==> src/rtl/act_skew_feeder_pkg.sv <==
// Shared types and default geometry for the activation skew feeder and the PE array top.
package act_skew_feeder_pkg;

    typedef enum logic [1:0] {
        IDLE   = 2'd0,
        STREAM = 2'd1,
        FLUSH  = 2'd2
    } state_e;

    localparam int unsigned ROWS_DEF   = 4;
    localparam int unsigned DATA_W_DEF = 8;
    localparam int unsigned DRAIN_DEF  = 4;

endpackage

==> src/rtl/skew_delay_line.sv <==
// Data+valid shift register of DEPTH stages; one instance per systolic row.
module skew_delay_line #(
    parameter int unsigned DEPTH  = 1,
    parameter int unsigned DATA_W = 8
) (
    input  logic              clk,
    input  logic              rst,
    input  logic [DATA_W-1:0] data_i,
    input  logic              valid_i,
    output logic [DATA_W-1:0] data_o,
    output logic              valid_o
);

    logic [DEPTH-1:0][DATA_W-1:0] data_q;
    logic [DEPTH-1:0]             valid_q;

    always_ff @(posedge clk or posedge rst) begin
        if (rst) begin
            data_q  <= '0;
            valid_q <= '0;
        end else begin
            data_q[0]  <= data_i;
            valid_q[0] <= valid_i;
            for (int unsigned i = 1; i < DEPTH; i++) begin
                data_q[i]  <= data_q[i-1];
                valid_q[i] <= valid_q[i-1];
            end
        end
    end

    assign data_o  = data_q[DEPTH-1];
    assign valid_o = valid_q[DEPTH-1];

endmodule

==> src/rtl/act_skew_feeder.sv <==
// Skews activation vectors onto the systolic array left edge and flushes the tile.
// Optional stall counter output enabled by defining ACT_SKEW_STALL_CNT_EN.
module act_skew_feeder
    import act_skew_feeder_pkg::*;
#(
    parameter int unsigned ROWS   = ROWS_DEF,
    parameter int unsigned DATA_W = DATA_W_DEF,
    parameter int unsigned DRAIN  = DRAIN_DEF
) (
    input  logic                   clk,
    input  logic                   rst,
    input  logic                   in_valid,
    output logic                   in_ready,
    input  logic [ROWS*DATA_W-1:0] in_data,
    input  logic                   in_last,
    output logic [ROWS*DATA_W-1:0] x_out,
    output logic [ROWS-1:0]        x_valid,
    output logic                   busy,
    output logic                   done
`ifdef ACT_SKEW_STALL_CNT_EN
    ,
    output logic [31:0]            stall_cnt
`endif
);

    localparam int unsigned FLUSH_LEN = ROWS - 1 + DRAIN;
    localparam int unsigned CNT_W     = $clog2(ROWS + DRAIN);

    state_e           state_q, state_d;
    logic [CNT_W-1:0] cnt_q, cnt_d;
    logic             in_ready_q, in_ready_d;
    logic             busy_q, busy_d;
    logic             done_q, done_d;
    logic             accept;

    assign accept = in_valid & in_ready_q;

    always_ff @(posedge clk or posedge rst) begin
        if (rst) begin
            state_q    <= IDLE;
            cnt_q      <= '0;
            in_ready_q <= 1'b1;
            busy_q     <= 1'b0;
            done_q     <= 1'b0;
        end else begin
            state_q    <= state_d;
            cnt_q      <= cnt_d;
            in_ready_q <= in_ready_d;
            busy_q     <= busy_d;
            done_q     <= done_d;
        end
    end

    // Flow-control outputs are registered from the next state so they line up with it.
    always_comb begin
        state_d = state_q;
        cnt_d   = cnt_q;
        unique case (state_q)
            IDLE: begin
                if (accept) begin
                    state_d = in_last ? FLUSH : STREAM;
                    if (in_last) cnt_d = CNT_W'(FLUSH_LEN - 1);
                end
            end
            STREAM: begin
                if (accept && in_last) begin
                    state_d = FLUSH;
                    cnt_d   = CNT_W'(FLUSH_LEN - 1);
                end
            end
            FLUSH: begin
                if (cnt_q == '0) state_d = IDLE;
                else             cnt_d   = cnt_q - CNT_W'(1);
            end
            default: state_d = IDLE;
        endcase
        in_ready_d = (state_d != FLUSH);
        busy_d     = (state_d != IDLE);
        done_d     = (state_d == FLUSH) && (cnt_d == '0);
    end

    assign in_ready = in_ready_q;
    assign busy     = busy_q;
    assign done     = done_q;

    // Row r gets r+1 stages; non-accepted cycles inject zero bubbles.
    for (genvar r = 0; r < ROWS; r++) begin : g_row
        logic [DATA_W-1:0] lane_in;
        assign lane_in = accept ? in_data[r*DATA_W +: DATA_W] : '0;

        skew_delay_line #(
            .DEPTH  (r + 1),
            .DATA_W (DATA_W)
        ) u_delay (
            .clk     (clk),
            .rst     (rst),
            .data_i  (lane_in),
            .valid_i (accept),
            .data_o  (x_out[r*DATA_W +: DATA_W]),
            .valid_o (x_valid[r])
        );
    end

`ifdef ACT_SKEW_STALL_CNT_EN
    logic [31:0] stall_cnt_q, stall_cnt_d;

    always_comb begin
        stall_cnt_d = stall_cnt_q;
        if (state_q == IDLE && accept)
            stall_cnt_d = '0;
        else if (state_q == STREAM && !in_valid && stall_cnt_q != '1)
            stall_cnt_d = stall_cnt_q + 32'd1;
    end

    always_ff @(posedge clk or posedge rst) begin
        if (rst) stall_cnt_q <= '0;
        else     stall_cnt_q <= stall_cnt_d;
    end

    assign stall_cnt = stall_cnt_q;
`endif

endmodule

==> config.mk <==
export PLATFORM = sky130hd
export DESIGN_NAME = act_skew_feeder
export DESIGN_NICKNAME = d
export VERILOG_FILES = /design/src/rtl/act_skew_feeder_pkg.sv /design/src/rtl/skew_delay_line.sv /design/src/rtl/act_skew_feeder.sv
export SDC_FILE = /design/constraint.sdc
export NUM_CORES = 1
export LEC_CHECK = 0
export BUFFER_PORTS_ARGS = -buffer_cell sky130_fd_sc_hd__buf_2
export CAP_MARGIN = 25
export CORE_AREA = 2 2 100 63
export CTS_CLUSTER_DIAMETER = 60
export DETAILED_ROUTE_END_ITERATION = 10
export DIE_AREA = 0 0 102 65
export GPL_TIMING_DRIVEN = 0
export PLACE_DENSITY = 0.8
export SETUP_SLACK_MARGIN = 0.02
export SYNTH_ARGS = -nofsm -noshare
export SYNTH_HDL_FRONTEND = slang
export SYNTH_HIERARCHICAL = 1
export SYNTH_SLANG_ARGS = --single-unit
==> constraint.sdc <==
create_clock -name clk -period 3.7 [get_ports clk]
set_clock_uncertainty 0.2 [all_clocks]
set_input_delay 0 -clock clk [delete_from_list [all_inputs] [get_ports clk]]
set_output_delay 0 -clock clk [all_outputs]
set_load 0.01 [all_outputs]
Word-level counts from Yosys, hierarchy flattened
Cells that the tools add are included.
{"block": "word_totals", "register_bits": 98, "output_inout_bits": 39, "wordCells": 45}
{"block": "op_classes", "add_sub_neg": 1, "eq_ne": 4, "mux": 14, "bitwise_logic": 1, "reduce_logical": 6}
{"cell": "$mux 8", "count": 4}
{"cell": "$mux 3", "count": 4}
{"cell": "$pmux 3 s3", "count": 1}
{"cell": "$mux 2", "count": 4}
{"cell": "$logic_not 3->1", "count": 2}
{"cell": "$pmux 2 s3", "count": 1}
{"cell": "$eq 2x2->1 const B", "count": 2}
{"cell": "$sub 3x1->3 const B", "count": 1}
{"cell": "$eq 2x1->1 const B", "count": 1}
{"cell": "$logic_and 1x1->1", "count": 2}
{"cell": "$logic_not 2->1", "count": 1}
{"cell": "$ne 2x2->1 const B", "count": 1}
{"cell": "$reduce_bool 2->1", "count": 1}
{"cell": "$and 1x1->1", "count": 1}

Depth between registers and ports, before layout
{"block": "depth", "word_depth": 6, "ltp_mapped": 5, "ltp_nobuf": 5}

Cells and area by module
Netlist, hierarchy kept.
{"module": "skew_delay_line (g_row[3].u_delay)", "instances": 1, "cells_each": 45, "area_each_um2": 964.7}
{"module": "skew_delay_line (g_row[2].u_delay)", "instances": 1, "cells_each": 36, "area_each_um2": 739.5}
{"module": "act_skew_feeder", "instances": 1, "cells_each": 76, "area_each_um2": 653.1}
{"module": "skew_delay_line (g_row[1].u_delay)", "instances": 1, "cells_each": 27, "area_each_um2": 514.2}
{"module": "skew_delay_line (g_row[0].u_delay)", "instances": 1, "cells_each": 10, "area_each_um2": 229.0}

Least setup slack after synthesis
Ideal clock, no wire load.
{"block": "synth_timing", "kind": "flip-flop to flip-flop", "start": "reg cnt_q[0]", "end": "reg cnt_q[0]", "setup_time_ns": 0.080, "t_arrival_ns": 1.329, "t_required_ns": 3.420, "setup_slack_ns": 2.091, "path_stages_with_launch": 6, "path_cell_list": "dfrtp_1 > inv_1 > ha_1 > nor2b_2 > or4b_4 > o211ai_2"}
{"block": "synth_via", "elab_chain_cells": 3, "elab_cells_between_ends": 7, "classes_between": "add/sub: 1; mux: 5; reduce/logical: 1"}
{"item": "start: declaration", "line_no": "act_skew_feeder.sv:30", "rtl": "logic [CNT_W-1:0] cnt_q, cnt_d;"}
{"item": "start signal: assignment", "line_no": "act_skew_feeder.sv:47", "rtl": "cnt_q <= cnt_d;"}
{"item": "$sub 3x1->3, or another cell as far along", "line_no": "act_skew_feeder.sv:73", "rtl": "else cnt_d = cnt_q - CNT_W'(1);"}
{"item": "$mux 3 (on tied branches)", "line_no": "act_skew_feeder.sv:72, act_skew_feeder.sv:60"}
{"item": "$pmux 3 s3 *", "line_no": "act_skew_feeder.sv:58", "rtl": "unique case (state_q)"}
{"item": "named net cnt_d[0]", "line_no": "act_skew_feeder.sv:30"}
The timed path passes the listed nets; every way through them passes the cells marked *.

Worst setup path after layout
{"block": "layout_timing", "start": "reg in_ready_q, in the netlist in_ready", "end": "reg g_row[0].u_delay.data_q, in the netlist g_row[0].u_delay/data_o[6]"}
{"block": "layout_via", "elab_chain_cells": 2}
{"item": "start: declaration", "line_no": "act_skew_feeder.sv:31", "rtl": "logic in_ready_q, in_ready_d;"}
{"item": "start signal: assignment", "line_no": "act_skew_feeder.sv:48", "rtl": "in_ready_q <= in_ready_d;"}
{"item": "$and 1x1->1", "line_no": "act_skew_feeder.sv:36", "rtl": "assign accept = in_valid & in_ready_q;"}
{"item": "$mux 8", "line_no": "act_skew_feeder.sv:89", "rtl": "assign lane_in = accept ? in_data[r*DATA_W +: DATA_W] : '0;"}
{"item": "named net g_row[0].lane_in[6]", "line_no": "act_skew_feeder.sv:88", "rtl": "logic [DATA_W-1:0] lane_in;"}
{"item": "end signal: indexed assignment", "line_no": "skew_delay_line.sv:25", "rtl": "data_q[i] <= data_q[i-1];"}
{"item": "end: declaration", "line_no": "skew_delay_line.sv:14", "rtl": "logic [DEPTH-1:0][DATA_W-1:0] data_q;"}
The timed path passes the listed nets, and every way through them passes these cells.

==> results.py <==
metrics = {
    "setup_path": {
        "crit_required_ps": 3790,
        "r2r_end": "g_row[0].u_delay/data_o[6]",
        "start_kind": "flip-flop",
        "worstPathArrival_ps": 2050,
        "critical_path_class": "flip-flop to flip-flop",
        "reg2reg_depth": 3,
        "end_kind": "flip-flop",
        "path_max_fanout": 10,
        "rrSetupSlack_ps": 1740,
        "regToRegStartpoint": "in_ready",
    },
    "layout": {
        "fin_nets": 365,
        "final_common_cell": "dfrtp_1",
        "syn2layout_area_growth_pct": 37.6,
        "drive_gt1_frac": 0.373,
        "layout_common_cells": "dfrtp_1 (97), buf_2 (75), dlygate4sd3_1 (47)",
        "num_antenna_cells": 0,
    },
    "power_and_ir_drop": {
        "p_leak_nw": 2.36,
        "power_density_nw_per_um2": 592,
        "power_w": 0.00252,
        "peakVddDrop_mv": 0.355,
    },
    "floorplan": {
        "initial_utilization": 0.531,
        "die_y_um": 65,
        "core_um2": 5840,
        "pin_count": 75,
        "die_width_um": 102,
        "fp.dieArea_um2": 6630,
        "rows": 22,
    },
    "logic_synthesis": {
        "yosys_warnings": 6,
        "ys_seq_area_frac": 0.791,
        "syn_nets": 232,
        "netlist_instances": 194,
        "ys_seq_elements": 98,
        "postSynthAreaPerCell_um2": 16.0,
        "ys_types": 26,
        "synth_area_um2": 3100,
    },
    "global_route": {
        "grtUsageTotal": 0.191,
        "first_global_vias": 1975,
        "grt_pass1_wl_mm": 9.12,
        "antenna_found_initial": 0,
        "grt_max_degree": 28,
        "gr-usage-met2": 0.328,
        "gr-max-usage-layer": "met2",
        "overflow": 0,
        "use_met3": 0.0723,
        "use_met1": 0.216,
    },
    "outcome": {
        "status": "finished clean",
    },
    "clock_tree": {
        "cts_tree": "done",
        "postCtsSetupRepairBufs": 0,
        "clkSinkCount": 98,
        "cts_buffer_depth": 2,
        "cts_buffers": 9,
        "clk_latency_ps": 350,
        "root_buffer": "clkbuf_8",
        "clk_pin_slew_worst_paths_ps": 90,
        "htree_num_levels": 3,
    },
    "timing": {
        "slew_headroom": 0.376,
        "rsz0062_at_grt": "false",
        "fin_crit_ps": 1960,
        "worstMarginPinSlew_ps": 936,
        "slew_violations": 0,
        "holdWs_ps": 97.6,
        "finalHoldViolCount": 0,
        "finalSetupTns_ps": 0,
        "setup_violations": 0,
        "fmax_mhz": 510,
        "fin_crit_sh": 0.529,
    },
    "run": {
        "maxCapViolCount": 0,
    },
    "placed_design": {
        "globalplace.congestion": 0.743,
        "portBuffers": 74,
        "dp_hpwl_mm": 3.23,
    },
    "min_path": {
        "hp-class": "primary input to async pin",
    },
    "drt": {
        "vias_per_cell": 4.43,
        "drc": 0,
        "ant_nets": 0,
        "wl_per_cell_um": 13.3,
        "first_pass_iters": 3,
        "via_count": 1844,
        "drtIter0Drc": 45,
        "detail_route.wirelength_mm": 5.54,
    },
}
==> cell type report <==
class,instances,area (um^2)
buffer,31,208
timing repair buffer,122,868
clock buffer,10,138
inverter,7,26.3
multi-input combinational,58,413
fill,405,1570
tap,84,105
clock inverter,6,53.8
sequential,98,2450
==> cell usage after synthesis, drive strengths merged <==
| library cell | n | area, um^2 |
|---|---|---|
| nand2b | 1 | 6.26 |
| or2 | 1 | 8.76 |
| o211ai | 2 | 20.0 |
| dfstp | 1 | 26.3 |
| buf | 25 | 185 |
| dfrtp | 97 | 2430 |
| nand2 | 2 | 7.51 |
| a311oi | 1 | 15.0 |
| mux2i | 2 | 20.0 |
| nor4b | 2 | 23.8 |
| inv | 7 | 26.3 |
| mux2 | 1 | 11.3 |
| ha | 2 | 25.0 |
| nor3 | 3 | 15.0 |
| clkbuf | 6 | 22.5 |
| and3 | 33 | 206 |
| nand3 | 1 | 5.00 |
| o21ai | 1 | 5.00 |
| nor2b | 1 | 8.76 |
| nor2 | 2 | 7.51 |
| or4b | 1 | 13.8 |
| and2 | 1 | 6.26 |
| a22oi | 1 | 7.51 |
==> where the power goes <==
| part | switching [W] | total, W | internal [W] |
|---|---|---|---|
| Combinational | 0.000259 | 0.000536 | 0.000276 |
| Sequential | 0.0000805 | 0.00135 | 0.00127 |
| Clock | 0.000364 | 0.000640 | 0.000276 |
==> layer usage <==
metal,wire length [um],share of wire,up-vias
met5,0,0,-
met4,121,0.022,0
met3,337,0.061,17
met2,2890,0.52,58
met1,2200,0.40,889
li1,-,-,880
==> state kept, by name, indices dropped and copies added (netlist names), 2 cells and up <==
signal                 cells
cnt_q                      3
g_row.u_delay/data_o      32
g_row.u_delay/data_q      48
g_row.u_delay/valid_q      9
state_q                    2
==> cells by family (layout without fill, tap and decap cells) <==
group                    count (synthesis)  in the layout  synth area share
multiplexers                             3              3            0.0101
buffers and inverters                   38            176            0.0755
AND/OR/NAND/NOR                         48             48            0.0997
flip-flops                              98             98             0.791
adder cells (fa/ha/maj)                  2              2           0.00807
AO/OA/AOI/OAI                            5              5            0.0153
==> worst max-delay path, cell delays in order (launching register included) <==
cell	delay, ps
dfstp_2	620
clkbuf_1	300
and3_1	210
dlygate4sd3_1	560
==> metrics by stage <==
stage          area (um^2)  utilization  cells  worst slack, ps
3_5_place_dp          3600        0.617    353             2000
6_report              4270        0.731    416             1740
4_1_cts               4270        0.731    416             1820
5_1_grt               4270        0.731    416             1640
3_3_place_gp          3580        0.613    352             2030
2_1_floorplan         3100            -    194             2090
==> how the worst max path moves through the flow <==
stage,startpoint,endpoint,slack [ps],depth (start not counted)
after CTS,in_ready,g_row[0].u_delay/data_o[7],1820,3
final,in_ready,g_row[0].u_delay/data_o[6],1740,3
after global placement,cnt_q[0],cnt_q[0],2030,5
after detailed placement,cnt_q[0],cnt_q[0],2000,5
after global routing,in_ready,g_row[0].u_delay/data_o[0],1640,3
after floorplan,cnt_q[0],cnt_q[0],2090,5
==> timing repair <==
| item | 4_1_cts | 5_1_grt |
|---|---|---|
| resized for setup | 0 | 0 |
| hold endpoints to repair | 139 | 0 |
| hold buffers | 47 | 0 |
| setup endpoints to repair | 0 | 0 |
No activity file was read; power rests on OpenSTA's default activity.
